<file path="src/rtl/control_sequencer.sv">
// Moore control sequencer for a fetch/execute datapath: states T0..T9 plus HALT.
// The execution path is decoded from the instruction opcode in ir[31:27].
module control_sequencer #(
    parameter logic [4:0] ADD_OP  = 5'b00011,
    parameter logic [4:0] NOP_OP  = 5'b11010,
    parameter logic [4:0] HALT_OP = 5'b11011
) (
    input  logic        clock,
    input  logic        clear,
    input  logic [31:0] ir,
    input  logic        con,
    input  logic        stop,
    output logic        run,
    output logic [2:0]  gsel,
    output logic        Rin,
    output logic        Rout,
    output logic        BAout,
    output logic        Cout,
    output logic        PCout,
    output logic        PCin,
    output logic        IncPC,
    output logic        IRin,
    output logic        MARin,
    output logic        MDRin,
    output logic        MDRout,
    output logic        read,
    output logic        RAMwrite,
    output logic        Yin,
    output logic        Zin,
    output logic        Zhighout,
    output logic        Zlowout,
    output logic        HIin,
    output logic        LOin,
    output logic        HIout,
    output logic        LOout,
    output logic        InPortout,
    output logic        Out_portIn,
    output logic        CONin,
    output logic [4:0]  opcode
);

    typedef enum logic [3:0] {T0, T1, T2, T3, T4, T5, T6, T7, T8, T9, HALT} state_t;
    typedef enum logic [3:0] {
        C_ALU, C_IMM, C_MULDIV, C_UNARY, C_LD, C_LDI, C_ST, C_BR,
        C_JR, C_IN, C_OUT, C_MFHI, C_MFLO, C_NOP, C_HALT
    } cls_t;

    state_t     state_q, state_d;
    cls_t       cls;
    logic [4:0] op;
    logic       gra, grb, grc;
    logic       unused_ir;

    assign op        = ir[31:27];
    assign unused_ir = ^ir[26:0];

    // Instruction class; the parameterised NOP/HALT opcodes take priority.
    always_comb begin
        cls = C_NOP;
        if (op == HALT_OP)                      cls = C_HALT;
        else if (op == NOP_OP)                  cls = C_NOP;
        else if (op >= 5'd3  && op <= 5'd11)    cls = C_ALU;
        else if (op >= 5'd12 && op <= 5'd14)    cls = C_IMM;
        else if (op == 5'd15 || op == 5'd16)    cls = C_MULDIV;
        else if (op == 5'd17 || op == 5'd18)    cls = C_UNARY;
        else if (op == 5'd0)                    cls = C_LD;
        else if (op == 5'd1)                    cls = C_LDI;
        else if (op == 5'd2)                    cls = C_ST;
        else if (op == 5'd19)                   cls = C_BR;
        else if (op == 5'd20)                   cls = C_JR;
        else if (op == 5'd22)                   cls = C_IN;
        else if (op == 5'd23)                   cls = C_OUT;
        else if (op == 5'd24)                   cls = C_MFHI;
        else if (op == 5'd25)                   cls = C_MFLO;
    end

    always_ff @(posedge clock or negedge clear) begin
        if (!clear) state_q <= T0;
        else        state_q <= state_d;
    end

    always_comb begin
        state_d = state_q;
        run = 1'b1; opcode = ADD_OP;
        gra = 1'b0; grb = 1'b0; grc = 1'b0;
        Rin = 1'b0; Rout = 1'b0; BAout = 1'b0; Cout = 1'b0;
        PCout = 1'b0; PCin = 1'b0; IncPC = 1'b0; IRin = 1'b0;
        MARin = 1'b0; MDRin = 1'b0; MDRout = 1'b0; read = 1'b0; RAMwrite = 1'b0;
        Yin = 1'b0; Zin = 1'b0; Zhighout = 1'b0; Zlowout = 1'b0;
        HIin = 1'b0; LOin = 1'b0; HIout = 1'b0; LOout = 1'b0;
        InPortout = 1'b0; Out_portIn = 1'b0; CONin = 1'b0;
        case (state_q)
            T0: begin
                PCout = 1'b1; MARin = 1'b1; IncPC = 1'b1;
                state_d = stop ? HALT : T1;
            end
            T1: begin read = 1'b1; state_d = T2; end
            T2: begin read = 1'b1; MDRin = 1'b1; state_d = T3; end
            T3: begin MDRout = 1'b1; IRin = 1'b1; state_d = T4; end
            T4: begin
                state_d = T0;
                case (cls)
                    C_ALU, C_IMM: begin grb = 1'b1; Rout = 1'b1; Yin = 1'b1; state_d = T5; end
                    C_MULDIV:     begin gra = 1'b1; Rout = 1'b1; Yin = 1'b1; state_d = T5; end
                    C_UNARY: begin
                        grb = 1'b1; Rout = 1'b1; Zin = 1'b1; opcode = op; state_d = T5;
                    end
                    C_LD, C_LDI, C_ST: begin grb = 1'b1; BAout = 1'b1; Yin = 1'b1; state_d = T5; end
                    C_BR:   begin gra = 1'b1; Rout = 1'b1; CONin = 1'b1; state_d = T5; end
                    C_JR:   begin gra = 1'b1; Rout = 1'b1; PCin = 1'b1; end
                    C_IN:   begin InPortout = 1'b1; gra = 1'b1; Rin = 1'b1; end
                    C_OUT:  begin gra = 1'b1; Rout = 1'b1; Out_portIn = 1'b1; end
                    C_MFHI: begin HIout = 1'b1; gra = 1'b1; Rin = 1'b1; end
                    C_MFLO: begin LOout = 1'b1; gra = 1'b1; Rin = 1'b1; end
                    C_HALT: state_d = HALT;
                    default: ;
                endcase
            end
            T5: begin
                state_d = T0;
                case (cls)
                    C_ALU:    begin grc = 1'b1; Rout = 1'b1; Zin = 1'b1; opcode = op; state_d = T6; end
                    C_IMM:    begin Cout = 1'b1; Zin = 1'b1; opcode = op; state_d = T6; end
                    C_MULDIV: begin grb = 1'b1; Rout = 1'b1; Zin = 1'b1; opcode = op; state_d = T6; end
                    C_UNARY:  begin Zlowout = 1'b1; gra = 1'b1; Rin = 1'b1; end
                    C_LD, C_LDI, C_ST: begin Cout = 1'b1; Zin = 1'b1; state_d = T6; end
                    C_BR:     begin PCout = 1'b1; Yin = 1'b1; state_d = T6; end
                    default: ;
                endcase
            end
            T6: begin
                state_d = T0;
                case (cls)
                    C_ALU, C_IMM, C_LDI: begin Zlowout = 1'b1; gra = 1'b1; Rin = 1'b1; end
                    C_MULDIV:   begin Zlowout = 1'b1; LOin = 1'b1; state_d = T7; end
                    C_LD, C_ST: begin Zlowout = 1'b1; MARin = 1'b1; state_d = T7; end
                    C_BR:       begin Cout = 1'b1; Zin = 1'b1; state_d = T7; end
                    default: ;
                endcase
            end
            T7: begin
                state_d = T0;
                case (cls)
                    C_MULDIV: begin Zhighout = 1'b1; HIin = 1'b1; end
                    C_LD:     begin read = 1'b1; state_d = T8; end
                    C_ST:     begin gra = 1'b1; Rout = 1'b1; MDRin = 1'b1; state_d = T8; end
                    // Branch target is taken only when the latched condition holds.
                    C_BR:     begin Zlowout = con; PCin = con; end
                    default: ;
                endcase
            end
            T8: begin
                state_d = T0;
                case (cls)
                    C_LD: begin read = 1'b1; MDRin = 1'b1; state_d = T9; end
                    C_ST: RAMwrite = 1'b1;
                    default: ;
                endcase
            end
            T9: begin
                state_d = T0;
                if (cls == C_LD) begin MDRout = 1'b1; gra = 1'b1; Rin = 1'b1; end
            end
            HALT: run = 1'b0;
            default: state_d = T0;
        endcase
        gsel = {gra, grb, grc};
    end

endmodule
</file>
<file path="config.mk">
export PLATFORM = sky130hd
export DESIGN_NAME = control_sequencer
export DESIGN_NICKNAME = d
export VERILOG_FILES = /design/src/rtl/control_sequencer.sv
export SDC_FILE = /design/constraint.sdc
export NUM_CORES = 1
export LEC_CHECK = 0
export BUFFER_PORTS_ARGS = -buffer_cell sky130_fd_sc_hd__buf_2
export CORE_ASPECT_RATIO = 1.25
export CORE_UTILIZATION = 30
export CTS_CLUSTER_SIZE = 28
export DETAILED_ROUTE_END_ITERATION = 6
export PLACE_DENSITY = 0.6
export SLEW_MARGIN = 20
export SYNTH_ARGS = -nofsm -noshare
export SYNTH_HDL_FRONTEND = slang
export SYNTH_SLANG_ARGS = --single-unit
</file>
<file path="constraint.sdc">
create_clock -name clock -period 2.3 [get_ports clock]
set_clock_uncertainty 0.2 [all_clocks]
set_input_delay 0.46 -clock clock [delete_from_list [all_inputs] [get_ports clock]]
set_output_delay 0.46 -clock clock [all_outputs]
set_load 0.01 [all_outputs]
</file>
-- Word-level counts from Yosys, hierarchy flattened
Index checks and enable logic that the tools add are counted.
- flip-flop bits (word level): 4
- bits of input ports: 36
- output and inout port bits: 33
- eq/ne operators: 37
- muxes and demuxes: 74
- order comparisons: 4
- reduce and logical (&&, ||, !) cells: 23
- operators by type and width (cell ; count):
    $eq 5x5->1 const B ; 11
    $mux 4 ; 13
    $pmux 4 s10 ; 1
    $eq 4x4->1 const B ; 9
    $mux 1 ; 36
    $eq 4x3->1 const B ; 8
    $reduce_or 7->1 ; 3
    $mux 3 ; 6
    $eq 4x2->1 const B ; 4
    $pmux 1 s2 ; 8
    $pmux 1 s3 ; 4
    $reduce_or 3->1 ; 4
    $reduce_or 6->1 ; 2
    $le 5x4->1 const B ; 2
    $mux 5 ; 2
    $pmux 5 s2 ; 1
    $eq 4x1->1 const B ; 2
    $logic_not 4->1 ; 2
    $pmux 4 s2 ; 1
    $reduce_or 2->1 ; 4
    $reduce_or 4->1 ; 2
    $reduce_or 8->1 ; 1
    $eq 5x1->1 const B ; 1
    $eq 5x2->1 const B ; 1
    other kinds (8) ; 10

-- Logic depth before layout (Yosys ltp)
- depth in word-level cells: 20
- depth in mapped cells: 7
- mapped depth without buffers: 4

-- Worst setup path before layout
No wires, ideal clock.
- path type: input port to output port
- start: input ir[29]
- end: output opcode[2]
- slack: -0.075 ns
- arrival time: 1.715 ns
- cell stages on the path: 5
- path through: or3b_1 buf_6 o32ai_2 a21oi_2 nor4_1
- longest elaborated chain between the ends: 20
- ends and longest elaborated chain (element ; RTL line ; source):
    start, declared ; 10 ; input logic [31:0] ir,
    $eq 5x5->1 ; 74 ; else if (op == 5'd25) cls = C_MFLO;
    $mux 1 ; 74 ;
    $mux 3 ; 73 ; else if (op == 5'd24) cls = C_MFHI;
    $mux 3 ; 72 ; else if (op == 5'd23) cls = C_OUT;
    $mux 3 ; 71 ; else if (op == 5'd22) cls = C_IN;
    $mux 3 ; 70 ; else if (op == 5'd20) cls = C_JR;
    $mux 4 ; 69 ; else if (op == 5'd19) cls = C_BR;
    $mux 4 ; 68 ; else if (op == 5'd2) cls = C_ST;
    (+4 left out) ; n/a ;
    $mux 4 ; 63 ; else if (op >= 5'd12 && op <= 5'd14) cls = C_IMM;
    $mux 4 ; 62 ; else if (op >= 5'd3 && op <= 5'd11) cls = C_ALU;
    $mux 4 ; 61 ; else if (op == NOP_OP) cls = C_NOP;
    $mux 4 ; 60 ; if (op == HALT_OP) cls = C_HALT;
    $eq 4x2->1, or another cell as far along ; 121 ; case (cls)
    $reduce_or 3->1 (no line) ; n/a ;
    $mux 5 ; 121 ;
    $pmux 5 s2 * ; 92 ; case (state_q)
    end, declared ; 39 ; output logic [4:0] opcode
Every way passes the cells marked *; elsewhere a longest branch is shown, timed or not.

-- Final worst setup path
- start: input ir[29]
- end: output opcode[3]
- longest elaborated chain between the ends: 20
- ends and longest elaborated chain (element ; RTL line):
    $eq 5x5->1 ; 74
    $mux 1 ; 74
    $mux 3 ; 73
    $mux 3 ; 72
    $mux 3 ; 71
    $mux 3 ; 70
    $mux 4 ; 69
    $mux 4 ; 68
    (+4 left out) ; n/a
    $mux 4 ; 63
    $mux 4 ; 62
    $mux 4 ; 61
    $mux 4 * ; 60
    $eq 4x2->1, or another cell as far along ; 121
    $reduce_or 3->1 (no line) ; n/a
    $mux 5 ; 121
    $pmux 5 s2 * ; 92
Marked as above.

==> reports/summary.txt <==
HPWL after detailed placement - 3041 um
Vias - 1562
Final WL - 4183 um
Avg Synthesized Cell Area - 6.533 sq um
Leakage - 0.8622 nW
IO Pins - 69
Placer Congestion - 0.8635
Crit-path slowest cell - or3b_4
Syn nets - 203
Drt via density - 5.680
Fillers - 320
Vias in the first global route - 1421
Clk Tree Root Cell - clkbuf_8
Worst setup margin - -88.67 ps
RSZ-0062 raised after global routing - true
Critical path data required time - 1640 ps
Most common cell after layout, fill and taps aside - buf_4
Initial antenna violation count - 0
Worst hold margin - 317.8 ps
Standard-cell rows - 24
Synth Area in Simple Gates - 0.4495
Fin crit period - 2389 ps
Largest family of logic cells by synthesized area - simple AND/OR/NAND/NOR gates
All-Layer GR Usage - 0.1992
Max FFs per register - 4
CP peak stage delay - 420 ps
CTS Buffer Depth - 2
CORE AREA - 0.003483 sq mm
1st-iter DRT viols - 36
Syn Inst Count - 167
Peak Freq - 418.6 MHz
Final cell count without fillers - 275
Most frequent cells in the layout - 40 x buf_4, 38 x buf_2, 13 x nand2_1
NetSw - 0.5756 mW
CP Capture Type - primary output
Clock Power Share - 0.117
Max Slew Vio Count - 0
EDFF count, synth - 0
Ys flop type - dfrtp_1
Total grt overflow - 0
Worst path arrival time - 1730 ps
Layout cell share with drive strength beyond 1 - 0.5678
Xor/xnor share of the synthesized area - 0.01606
Sw Ratio - 0.4615
First-pass GRT wire length - 6313 um
Multi-input gate area - 0.001049 sq mm
Compound-Gate Fraction of Synth Area - 0.2924
# diodes - 0
Worst Path Max Fanout - 3
Adder-Cell Fraction of Synth Area - 0
Antenna Nets Post-Route - 0
Synth cell types - 50
Power Total - 1.247 mW
Register area - 105.1 sq um
Die Wd - 55.94 um
Final Hold Viols - 0
Status - finished with violations
Violated checks - setup timing
Die H - 69.43 um
Async SR Flop Fraction - 1.000
Power Density - 657.2 mW/mm^2
Count of warnings emitted by yosys - 0
Crit Path Category - in2out
Crit path max-delay family - simple AND/OR/NAND/NOR gates
H-tree depth - 1
CP bufs+invs - 2
Min-Delay Path Class - in2reg
Comb pwr share - 0.749
Worst-path cell chain - buf_6 > or3b_4 > o32ai_4 > a21oi_2 > nor4_2 > buf_2
Tightest Pin Transition - 352.2 ps
Int Power - 0.6718 mW
Total of max-cap violations - 0
CTS Buf Count - 3
Final setup violation count - 9
Largest reg by FF count - state_q
Area Growth Syn to Fin - 73.97%
Worst vdd ir - 0.5723 mV
Final instance area - 0.001898 sq mm
Largest registers - state_q x4
Fin crit share - 1.039
CP Launch Type - primary input
Nets@finish - 274
Worst slew margin - 0.7591
# port buffers - 41
Clock transition at path regs - 30 ps
Initial Utilization - 0.3132
Yosys reg bits - 4
WL/cell - 15.21 um
Placed cell area - 0.001505 sq mm
Drt drc - 0
Sequential share of the synthesized area - 0.09174
Worst skew pair latency - 220 ps
Sequential share of power - 0.134
Total Die Area - 0.003884 sq mm
Post-Place Cells - 260
TritonCTS clock tree - built
Largest net degree at the start of global routing - 14
Mux cell area share after synthesis - 0.01835
Total iterations of the first detailed-routing run - 4
Cell area after synthesis - 0.001091 sq mm
Clock Sink Count - 4
## stage by stage
| step | TNS [ps] | util | setup WS [ps] |
|---|---|---|---|
| finish | -444.9 | 0.5449 | -88.67 |
| global route | -1365 | 0.5449 | -183.0 |
| CTS | -337.3 | 0.4842 | -88.17 |
| detailed placement | -1307 | 0.4321 | -147.6 |
| global placement | -1350 | 0.4321 | -134.0 |
| floorplan | -156.3 | - | -75.27 |
## power groups by stage
stage	combinational [mW]	clock (mW)	sequential, mW
after global routing	1.00	0.156	0.172
final	0.935	0.146	0.167
after detailed placement	0.673	0	0.149
after global placement	0.668	0	0.147
after CTS	0.799	0.149	0.162
after floorplan	0.483	0	0.104
## Yosys cell counts, types with 5 or more instances
cell	n	area, sq um
a21oi_1	7	35.03
buf_2	7	35.03
clkbuf_1	10	37.54
nand2_1	16	60.06
nand2b_1	6	37.54
nand3_1	6	30.03
nor2_1	17	63.81
nor2b_1	6	37.54
nor4_1	5	31.28
o21ai_0	5	25.02
o21ai_1	7	35.03
## kinds of logic (layout without fill, tap and decap cells)
group | after synthesis | after routing
XOR/XNOR | 2 | 2
buffers and inverters | 30 | 99
multiplexers | 2 | 2
flip-flops | 4 | 4
AO/OA/AOI/OAI | 45 | 45
AND/OR/NAND/NOR | 84 | 84
## path summary, 6_finish.rpt
path | slack (ps) | cells after the start | from | to
setup / recovery | -90 | 6 | ir[29] | opcode[3]
hold / removal | 320 | 2 | stop | state_q[0]
setup reg to reg | 440 | 5 | state_q[0] | state_q[1]
hold reg to reg | 620 | 3 | state_q[0] | state_q[0]
max in group asynchronous | 1390 | 2 | clear | state_q[0]
min in group asynchronous | 380 | 2 | clear | state_q[3]
## layer usage
metal / part of all wire / vias to the layer above / global-route usage
li1: - / 753 / -
met1: 0.40 / 759 / 0.2325
met2: 0.53 / 44 / 0.3708
met3: 0.054 / 6 / 0.02239
met4: 0.015 / 0 / 0.06775
met5: 0 / - / 0
## timing repair
action,CTS,global route
gates resized for setup,18,38
hold endpoints to repair,4,0
setup endpoints to repair,20,25
buffers inserted,8,3
pin swaps,6,7
hold buffers,1,0
## layout make-up
| class | instances | area share |
|---|---|---|
| clock buffers | 3 | 0.02175 |
| inverters | 5 | 0.009888 |
| multi-input cells | 133 | 0.5524 |
| flip-flops and latches | 4 | 0.05537 |
| well taps | 39 | 0.02571 |
| repair buffers | 91 | 0.3349 |
No activity file was read; power rests on OpenSTA's default activity.
